$ cat src/rtl/button_debouncer.sv
// Push-button debouncer: synchronizes the raw button and the divider's sample square wave,
// then requires STABLE_SAMPLES consecutive agreeing samples before the debounced level flips.
//
//   state        | meaning
//   -------------+-----------------------------------------------------------
//   RELEASED     | debounced released, waiting for a first pressed sample
//   PRESS_WAIT   | counting consecutive pressed samples, level still released
//   PRESSED      | debounced pressed, waiting for a first released sample
//   RELEASE_WAIT | counting consecutive released samples, level still pressed
module button_debouncer #(
    parameter int STABLE_SAMPLES = 3,
    parameter bit ACTIVE_LOW     = 1'b1
) (
    input  logic clk,
    input  logic reset,
    input  logic sample_clk,
    input  logic btn_in,
    output logic btn_level,
    output logic btn_press,
    output logic btn_release
);

    typedef enum logic [1:0] {
        ST_RELEASED     = 2'd0,
        ST_PRESS_WAIT   = 2'd1,
        ST_PRESSED      = 2'd2,
        ST_RELEASE_WAIT = 2'd3
    } state_t;

    localparam logic [3:0] LP_TERM = 4'(STABLE_SAMPLES);

    logic       r_btn_s1;
    logic       r_btn_s2;
    logic       r_smp_s1;
    logic       r_smp_s2;
    logic       r_smp_s3;
    state_t     r_state;
    state_t     w_state_nxt;
    logic [3:0] r_cnt;
    logic [3:0] w_cnt_nxt;
    logic [3:0] w_cnt_inc;
    logic       w_pressed;
    logic       w_tick;
    logic       r_level;
    logic       r_press;
    logic       r_release;

    // Sync flops reset to idle values so leaving reset never fakes a press or a tick.
    always_ff @(posedge clk) begin
        if (reset) begin
            r_btn_s1 <= ACTIVE_LOW;
            r_btn_s2 <= ACTIVE_LOW;
            r_smp_s1 <= 1'b1;
            r_smp_s2 <= 1'b1;
            r_smp_s3 <= 1'b1;
        end else begin
            r_btn_s1 <= btn_in;
            r_btn_s2 <= r_btn_s1;
            r_smp_s1 <= sample_clk;
            r_smp_s2 <= r_smp_s1;
            r_smp_s3 <= r_smp_s2;
        end
    end

    assign w_pressed = r_btn_s2 ^ ACTIVE_LOW;
    assign w_tick    = r_smp_s2 & ~r_smp_s3;
    assign w_cnt_inc = r_cnt + 4'd1;

    always_ff @(posedge clk) begin
        if (reset) begin
            r_state   <= ST_RELEASED;
            r_cnt     <= 4'd0;
            r_level   <= 1'b0;
            r_press   <= 1'b0;
            r_release <= 1'b0;
        end else begin
            r_state   <= w_state_nxt;
            r_cnt     <= w_cnt_nxt;
            r_level   <= (w_state_nxt == ST_PRESSED) || (w_state_nxt == ST_RELEASE_WAIT);
            r_press   <= (r_state == ST_PRESS_WAIT) && (w_state_nxt == ST_PRESSED);
            r_release <= (r_state == ST_RELEASE_WAIT) && (w_state_nxt == ST_RELEASED);
        end
    end

    always_comb begin
        w_state_nxt = r_state;
        w_cnt_nxt   = r_cnt;
        if (w_tick) begin
            case (r_state)
                ST_RELEASED: begin
                    if (w_pressed) begin
                        w_state_nxt = ST_PRESS_WAIT;
                        w_cnt_nxt   = 4'd1;
                    end else begin
                        w_cnt_nxt   = 4'd0;
                    end
                end
                ST_PRESS_WAIT: begin
                    if (!w_pressed) begin
                        w_state_nxt = ST_RELEASED;
                        w_cnt_nxt   = 4'd0;
                    end else if (w_cnt_inc == LP_TERM) begin
                        w_state_nxt = ST_PRESSED;
                        w_cnt_nxt   = 4'd0;
                    end else begin
                        w_cnt_nxt   = w_cnt_inc;
                    end
                end
                ST_PRESSED: begin
                    if (!w_pressed) begin
                        w_state_nxt = ST_RELEASE_WAIT;
                        w_cnt_nxt   = 4'd1;
                    end
                end
                ST_RELEASE_WAIT: begin
                    if (w_pressed) begin
                        w_state_nxt = ST_PRESSED;
                        w_cnt_nxt   = 4'd0;
                    end else if (w_cnt_inc == LP_TERM) begin
                        w_state_nxt = ST_RELEASED;
                        w_cnt_nxt   = 4'd0;
                    end else begin
                        w_cnt_nxt   = w_cnt_inc;
                    end
                end
                default: begin
                    w_state_nxt = ST_RELEASED;
                    w_cnt_nxt   = 4'd0;
                end
            endcase
        end
    end

    assign btn_level   = r_level;
    assign btn_press   = r_press;
    assign btn_release = r_release;

endmodule

$ cat config.mk
export PLATFORM = sky130hd
export DESIGN_NAME = button_debouncer
export DESIGN_NICKNAME = d
export VERILOG_FILES = /design/src/rtl/button_debouncer.sv
export SDC_FILE = /design/constraint.sdc
export NUM_CORES = 1
export LEC_CHECK = 0
export CAP_MARGIN = 5
export CORE_AREA = 4 4 41 43
export CTS_CLUSTER_SIZE = 14
export DETAILED_ROUTE_END_ITERATION = 8
export DIE_AREA = 0 0 45 47
export GPL_ROUTABILITY_DRIVEN = 0
export PLACE_DENSITY = 0.75
export SLEW_MARGIN = 20
export SYNTH_ARGS = -nofsm -noshare
export SYNTH_HDL_FRONTEND = slang
export SYNTH_SLANG_ARGS = --single-unit
$ cat constraint.sdc
create_clock -name clk -period 3.4 [get_ports clk]
set_input_delay 0.68 -clock clk [delete_from_list [all_inputs] [get_ports clk]]
set_output_delay 0.68 -clock clk [all_outputs]
set_load 0.02 [all_outputs]
# Yosys cells after proc, flatten, opt, wreduce, memory -nomap -nowiden

Index checks and enable logic that the tools add are counted.

Flip-flop bits (word level): 14
Input port bits: 4
Output and inout port bits: 3
Word-level logic and storage cells: 40

$add $sub $neg: 1
Eq/ne operators: 7
Mux-type cells: 14
Bitwise gates (word level): 2
Reduce and logical (&&, ||, !) cells: 6

Operators by type and width:

| operator            | count |
|---|---|
| $mux 4              | 4 |
| $pmux 4 s4          | 1 |
| $mux 2              | 7 |
| $eq 2x2->1 const B  | 4 |
| $pmux 2 s4          | 1 |
| $add 4x1->4 const B | 1 |
| $eq 4x2->1 const B  | 1 |
| $logic_not 2->1     | 2 |
| $eq 2x1->1 const B  | 1 |
| $logic_and 1x1->1   | 2 |
| $ne 2x2->1 const B  | 1 |
| $reduce_and 2->1    | 1 |
| $and 1x1->1         | 1 |
| $logic_or 1x1->1    | 1 |
| $mux 1              | 1 |
| $not 1->1           | 1 |

# Depth between registers and ports, before layout

Word-level depth: 8
Depth in mapped cells: 5
Depth with buffers taken out: 5

# Worst setup path before layout

OpenSTA, ideal clock, no wires.

Path kind: reg-to-reg
Start: register r_cnt[0]
End: register r_level, in the netlist btn_level
Library setup time: 0.121 ns
Arrival time: 1.417 ns
Data required time: 3.279 ns
Slack: 1.862 ns
Cell stages (with the launch flop): 6
Path through: dfxtp_1 -> ha_1 -> nor3_1 -> a41o_1 -> nand4_1 -> mux2_2

Cells in the longest elaborated chain, start to end: 8

Ends and longest elaborated chain:

| element                          | line     | RTL |
|---|---|---|
| start, declared                  | 39       | `logic [3:0] r_cnt;` |
| start signal, assigned           | 78       | `r_cnt <= w_cnt_nxt;` |
| $add 4x1->4 *                    | 67       | `assign w_cnt_inc = r_cnt + 4'd1;` |
| $eq 4x2->1 *                     | 102, 119 |  |
| $mux 2, on equally long branches | 119, 102 |  |
| $mux 2, on equally long branches | 116, 99  |  |
| $pmux 2 s4 *                     | 89       | `case (r_state)` |
| $mux 2 *                         | 88       | `if (w_tick) begin` |
| $eq 2x2->1                       | 79       | `r_level <= (w_state_nxt == ST_PRESSED) \|\| (w_state_nxt == ST_RELEASE_WAIT);` |
| $logic_or 1x1->1 *               | 79       |  |
| end signal, assigned             | 79       |  |
| end, declared                    | 44       | `logic r_level;` |

Every way passes the cells marked *; elsewhere a longest branch is shown, timed or not.
A chain may end at the register's enable or synchronous reset.

# Worst setup path in the final report

Start: register r_release, in the netlist btn_release
End: output btn_release

RTL lines:

| element                | line | RTL |
|---|---|---|
| start, declared        | 46   | `logic r_release;` |
| start signal, assigned | 81   | `r_release <= (r_state == ST_RELEASE_WAIT) && (w_state_nxt == ST_RELEASED);` |
| end, declared          | 20   | `output logic btn_release` |

No word-level cell between the ends.

==> results.md <==
Route:
- The detailed router's first-iteration violation count is 3.
- The number of design rule violations left after detail routing is 0.
- The number of nets with antenna violations after routing is 0.
- The detailed-route wire length is 1030 um.
- After detailed routing, the number of vias per cell comes to 5.41.
- In the final routed layout, each cell accounts on average for 12.2 um.
- The first detailed-routing pass ran for 5 iterations.
- The routed layout has 460 vias.

Critical path:
- The data arrival at the endpoint of the critical path is ~1300 ps.
- The class of the most critical setup path is register to output pin.
- The startpoint class of the critical path is a register.
- The required time at the endpoint of the critical path is around 2700 ps.
- In this run the register-to-register setup slack is approximately 1700 ps.
- Walking the worst path, the cells encountered are clkdlybuf4s50_1.
- On the critical path, the stage with the largest delay is an instance of sky130_fd_sc_hd__clkdlybuf4s50_1.
- The worst setup path is captured at an output pin.
- The longest individual stage delay on the worst path is 620 ps.
- The number of buffers and inverters on the critical path is 1.
- Grouping stages by cell kind, the critical path spends the most delay in buffers and inverters.
- The maximum fanout along the worst path is 1.

Layout:
- The layout cell share with drive strength beyond 1 is 0.171.
- The repair_antennas step left the layout with diodes totalling 0.
- In the final design database the tool counted 77 nets.
- The final design area excluding fillers is 709 um^2.
- The area overhead of the layout relative to synthesis is 18.6%.

STA:
- The minimum clock period is just under 2000 ps.
- The number of endpoints with negative hold slack in the final report is 0.
- The maximum operating frequency is between 0.5 and 0.6 GHz.
- The worst pin sits at a relative slew slack of 0.737.
- The slew of the pin with the lowest slew margin is between 300 and 400 ps.
- Setup repair after global routing left no endpoint under its margin.
- The count of pins over their slew limit is 0.
- The aggregate negative setup slack is 0 ps.
- The final worst clock skew is 9.79 ps.
- Final hold analysis gives a worst-case slack of 423 ps.
- The post-route worst setup slack is about 1500 ps.
- In the finished design, the share of the clock period the worst path needs comes to 0.567.
- The final setup violation count is 0.

Die:
- The floorplan step defined a core boundary enclosing between 1000 and 1500 um^2.
- The initial core utilization is 0.460.
- The die is around 45 um wide.
- The number of top-level pins is 7.
- The die height is 47 um.
- The overall die area is ~2100 um^2.
- The row count is 13.

Clock tree:
- The post-CTS setup repair buffer count is 0.
- The number of gates resized after CTS is 0.
- The CTS H-tree depth is 1.
- The worst-skew pair later-pin latency is ~280 ps.
- The clock drives 14 sinks.
- After clock tree synthesis, the clock-pin slew on the worst setup and hold paths is about 90 ps.
- The post-cts hold buffer count is 0.
- The tree is rooted in a sky130_fd_sc_hd__clkbuf_4.
- The clock tree from TritonCTS is yes.
- The number of clock buffers inserted by TritonCTS is 3.
- The number of buffers between clock root and the deepest sink is 2.

GRT:
- The maximum number of pins on one net before global-route repair is 14.
- For this run, the total global-route usage over all layers was measured as 0.119.
- For this run, global-route usage on met3 was measured as 0.0575.
- The total congestion overflow is 0.
- The global-route layer with the greatest usage is met2.
- The number of antenna violations at the first check in global routing is 0.
- The wire length of the first global-routing pass is between 1500 and 2000 um.
- In the global route stage, met2 resource usage came out at 0.184.
- For this run, global-route usage on met1 was measured as 0.147.
- The number of global-route vias before repair is 408.

Power and ir drop:
- The switching component of the power is approximately 60 uW.
- The switching power as a share of total power is 0.201.
- Of the total power, the clock network draws 0.394.
- The internal power of the cells is ~240 uW.
- The largest vdd supply drop is around 250 uV.
- The share of total power dissipated in sequential elements is 0.567.
- The completed layout was analyzed and its total power is between 200 and 300 uW.
- The leakage power summed over all cells is 0.000252 uW.
- The portion of total power attributed to combinational logic is 0.040.
- Power spread over the standard cell area amounts to between 400 and 500 nW/um^2.

Synth:
- When the netlist entered floorplanning its net count stood at 67.
- The register bit total from synthesis is 14.
- During synthesis, Yosys emitted a total of 0 warnings.
- For this run, the register share of the synthesized area comes to 0.469.
- The cell count after synthesis is between 60 and 70.
- The mapped netlist covers between 500 and 600 um^2.
- A synthesized cell averages 9.80 um^2.
- The number of distinct library cell variants in the gate-level netlist after synthesis is 29.

Place:
- The count of buffers added on input and output ports is 6.
- Detailed placement ended at an HPWL of 760 um.
- The post-place instance area is around 670 um^2.
- The placement-stage worst setup slack is roughly 1500 ps.

Run status:
- The flow ran to the end, and the final reports show no timing, DRC or antenna violations.

Hold path:
- The tightest min-delay check is of the register to register type.

Flow run:
- The total of max-cap violations is 0.
power by group through the flow:
stage	Sequential, uW	Clock (uW)	Combinational, uW
2_1_floorplan	173	0	7.23
3_3_place_gp	173	0	11.9
4_1_cts	169	123	12.1
3_5_place_dp	173	0	12.0
6_report	169	118	11.9
5_1_grt	170	129	13.3
cells by family after synthesis:
| family | synth area share |
|---|---|
| and+or+nand+nor | 0.207 |
| AOI/OAI and AO/OA | 0.205 |
| DFF | 0.469 |
| buffers and inverters | 0.0251 |
| muxes | 0.0377 |
| adders and majority gates | 0.0418 |
| xor gates and xnor gates | 0.0146 |
area by class of cell:
type                            count  area [um^2]
Timing Repair Buffer                6         60.1
Tap cell                           15         18.8
Multi-Input combinational cell     43          303
Fill cell                         123          592
Sequential cell                    14          280
Inverter                            3         11.3
Clock buffer                        4         36.3
synthesized netlist by cell type:
cell type	n	share of area
sky130_fd_sc_hd__o311a_1	1	0.017
sky130_fd_sc_hd__inv_1	3	0.019
sky130_fd_sc_hd__a2111oi_2	1	0.025
sky130_fd_sc_hd__a311oi_1	1	0.015
sky130_fd_sc_hd__xor2_1	1	0.015
sky130_fd_sc_hd__a41oi_1	1	0.015
sky130_fd_sc_hd__nor2b_1	2	0.021
sky130_fd_sc_hd__a31oi_1	1	0.010
sky130_fd_sc_hd__dfxtp_1	14	0.47
sky130_fd_sc_hd__nor2_1	4	0.025
sky130_fd_sc_hd__o21ai_0	1	0.0084
sky130_fd_sc_hd__a21bo_1	1	0.017
sky130_fd_sc_hd__nor4_1	1	0.010
sky130_fd_sc_hd__nand3b_1	2	0.025
sky130_fd_sc_hd__a21oi_1	3	0.025
sky130_fd_sc_hd__nand4_1	1	0.010
sky130_fd_sc_hd__or2_2	5	0.052
sky130_fd_sc_hd__ha_1	2	0.042
sky130_fd_sc_hd__a41o_1	1	0.017
sky130_fd_sc_hd__a211o_1	1	0.015
sky130_fd_sc_hd__o21a_1	1	0.013
sky130_fd_sc_hd__a311o_1	1	0.017
sky130_fd_sc_hd__clkbuf_1	1	0.0063
sky130_fd_sc_hd__nand2_1	3	0.019
sky130_fd_sc_hd__a21o_1	1	0.013
sky130_fd_sc_hd__nor3_1	3	0.025
sky130_fd_sc_hd__nand2b_1	1	0.010
sky130_fd_sc_hd__mux2_2	2	0.038
sky130_fd_sc_hd__nand3_1	1	0.0084
worst paths after layout:
path                                   from     endpoint  cells past startpoint
worst max-delay path            btn_release  btn_release                      1
worst min-delay path               r_smp_s1     r_smp_s2                      1
worst max register to register     r_cnt[0]   r_state[1]                      5
worst min register to register     r_smp_s1     r_smp_s2                      1
state kept, by name, summed over array words and instances, names as in the netlist:
| name | count |
|---|---|
| r_smp_s3 | 1 |
| btn_press | 1 |
| r_state | 2 |
| r_smp_s2 | 1 |
| r_btn_s2 | 1 |
| r_cnt | 4 |
| r_btn_s1 | 1 |
| r_smp_s1 | 1 |
| btn_level | 1 |
| btn_release | 1 |
placed cells by master (no fill, tap or decap), drive strengths merged:
master	count
a21bo	1
a2111oi	1
nor2b	2
a211o	1
a311o	1
a311oi	1
o21ai	1
nor4	1
mux2	2
ha	2
o21a	1
nand2b	1
a31oi	1
nor3	3
a41o	1
o311a	1
inv	3
nor2	4
nand3b	2
a21o	1
nand4	1
clkbuf	4
or2	5
xor2	1
a41oi	1
nand2	3
dfxtp	14
a21oi	3
nand3	1
clkdlybuf4s50	6
metrics by stage:
step,instances,util
after floorplan,61,-
after global placement,81,0.517
after detailed placement,81,0.517
after CTS,85,0.545
after global routing,85,0.545
final,85,0.545
layer usage:
layer / up-vias / part of all wire
li1: 246 / -
met1: 203 / 0.48
met2: 8 / 0.45
met3: 3 / 0.054
met4: 0 / 0.014
met5: - / 0
Power figures use the tool's default switching activity.
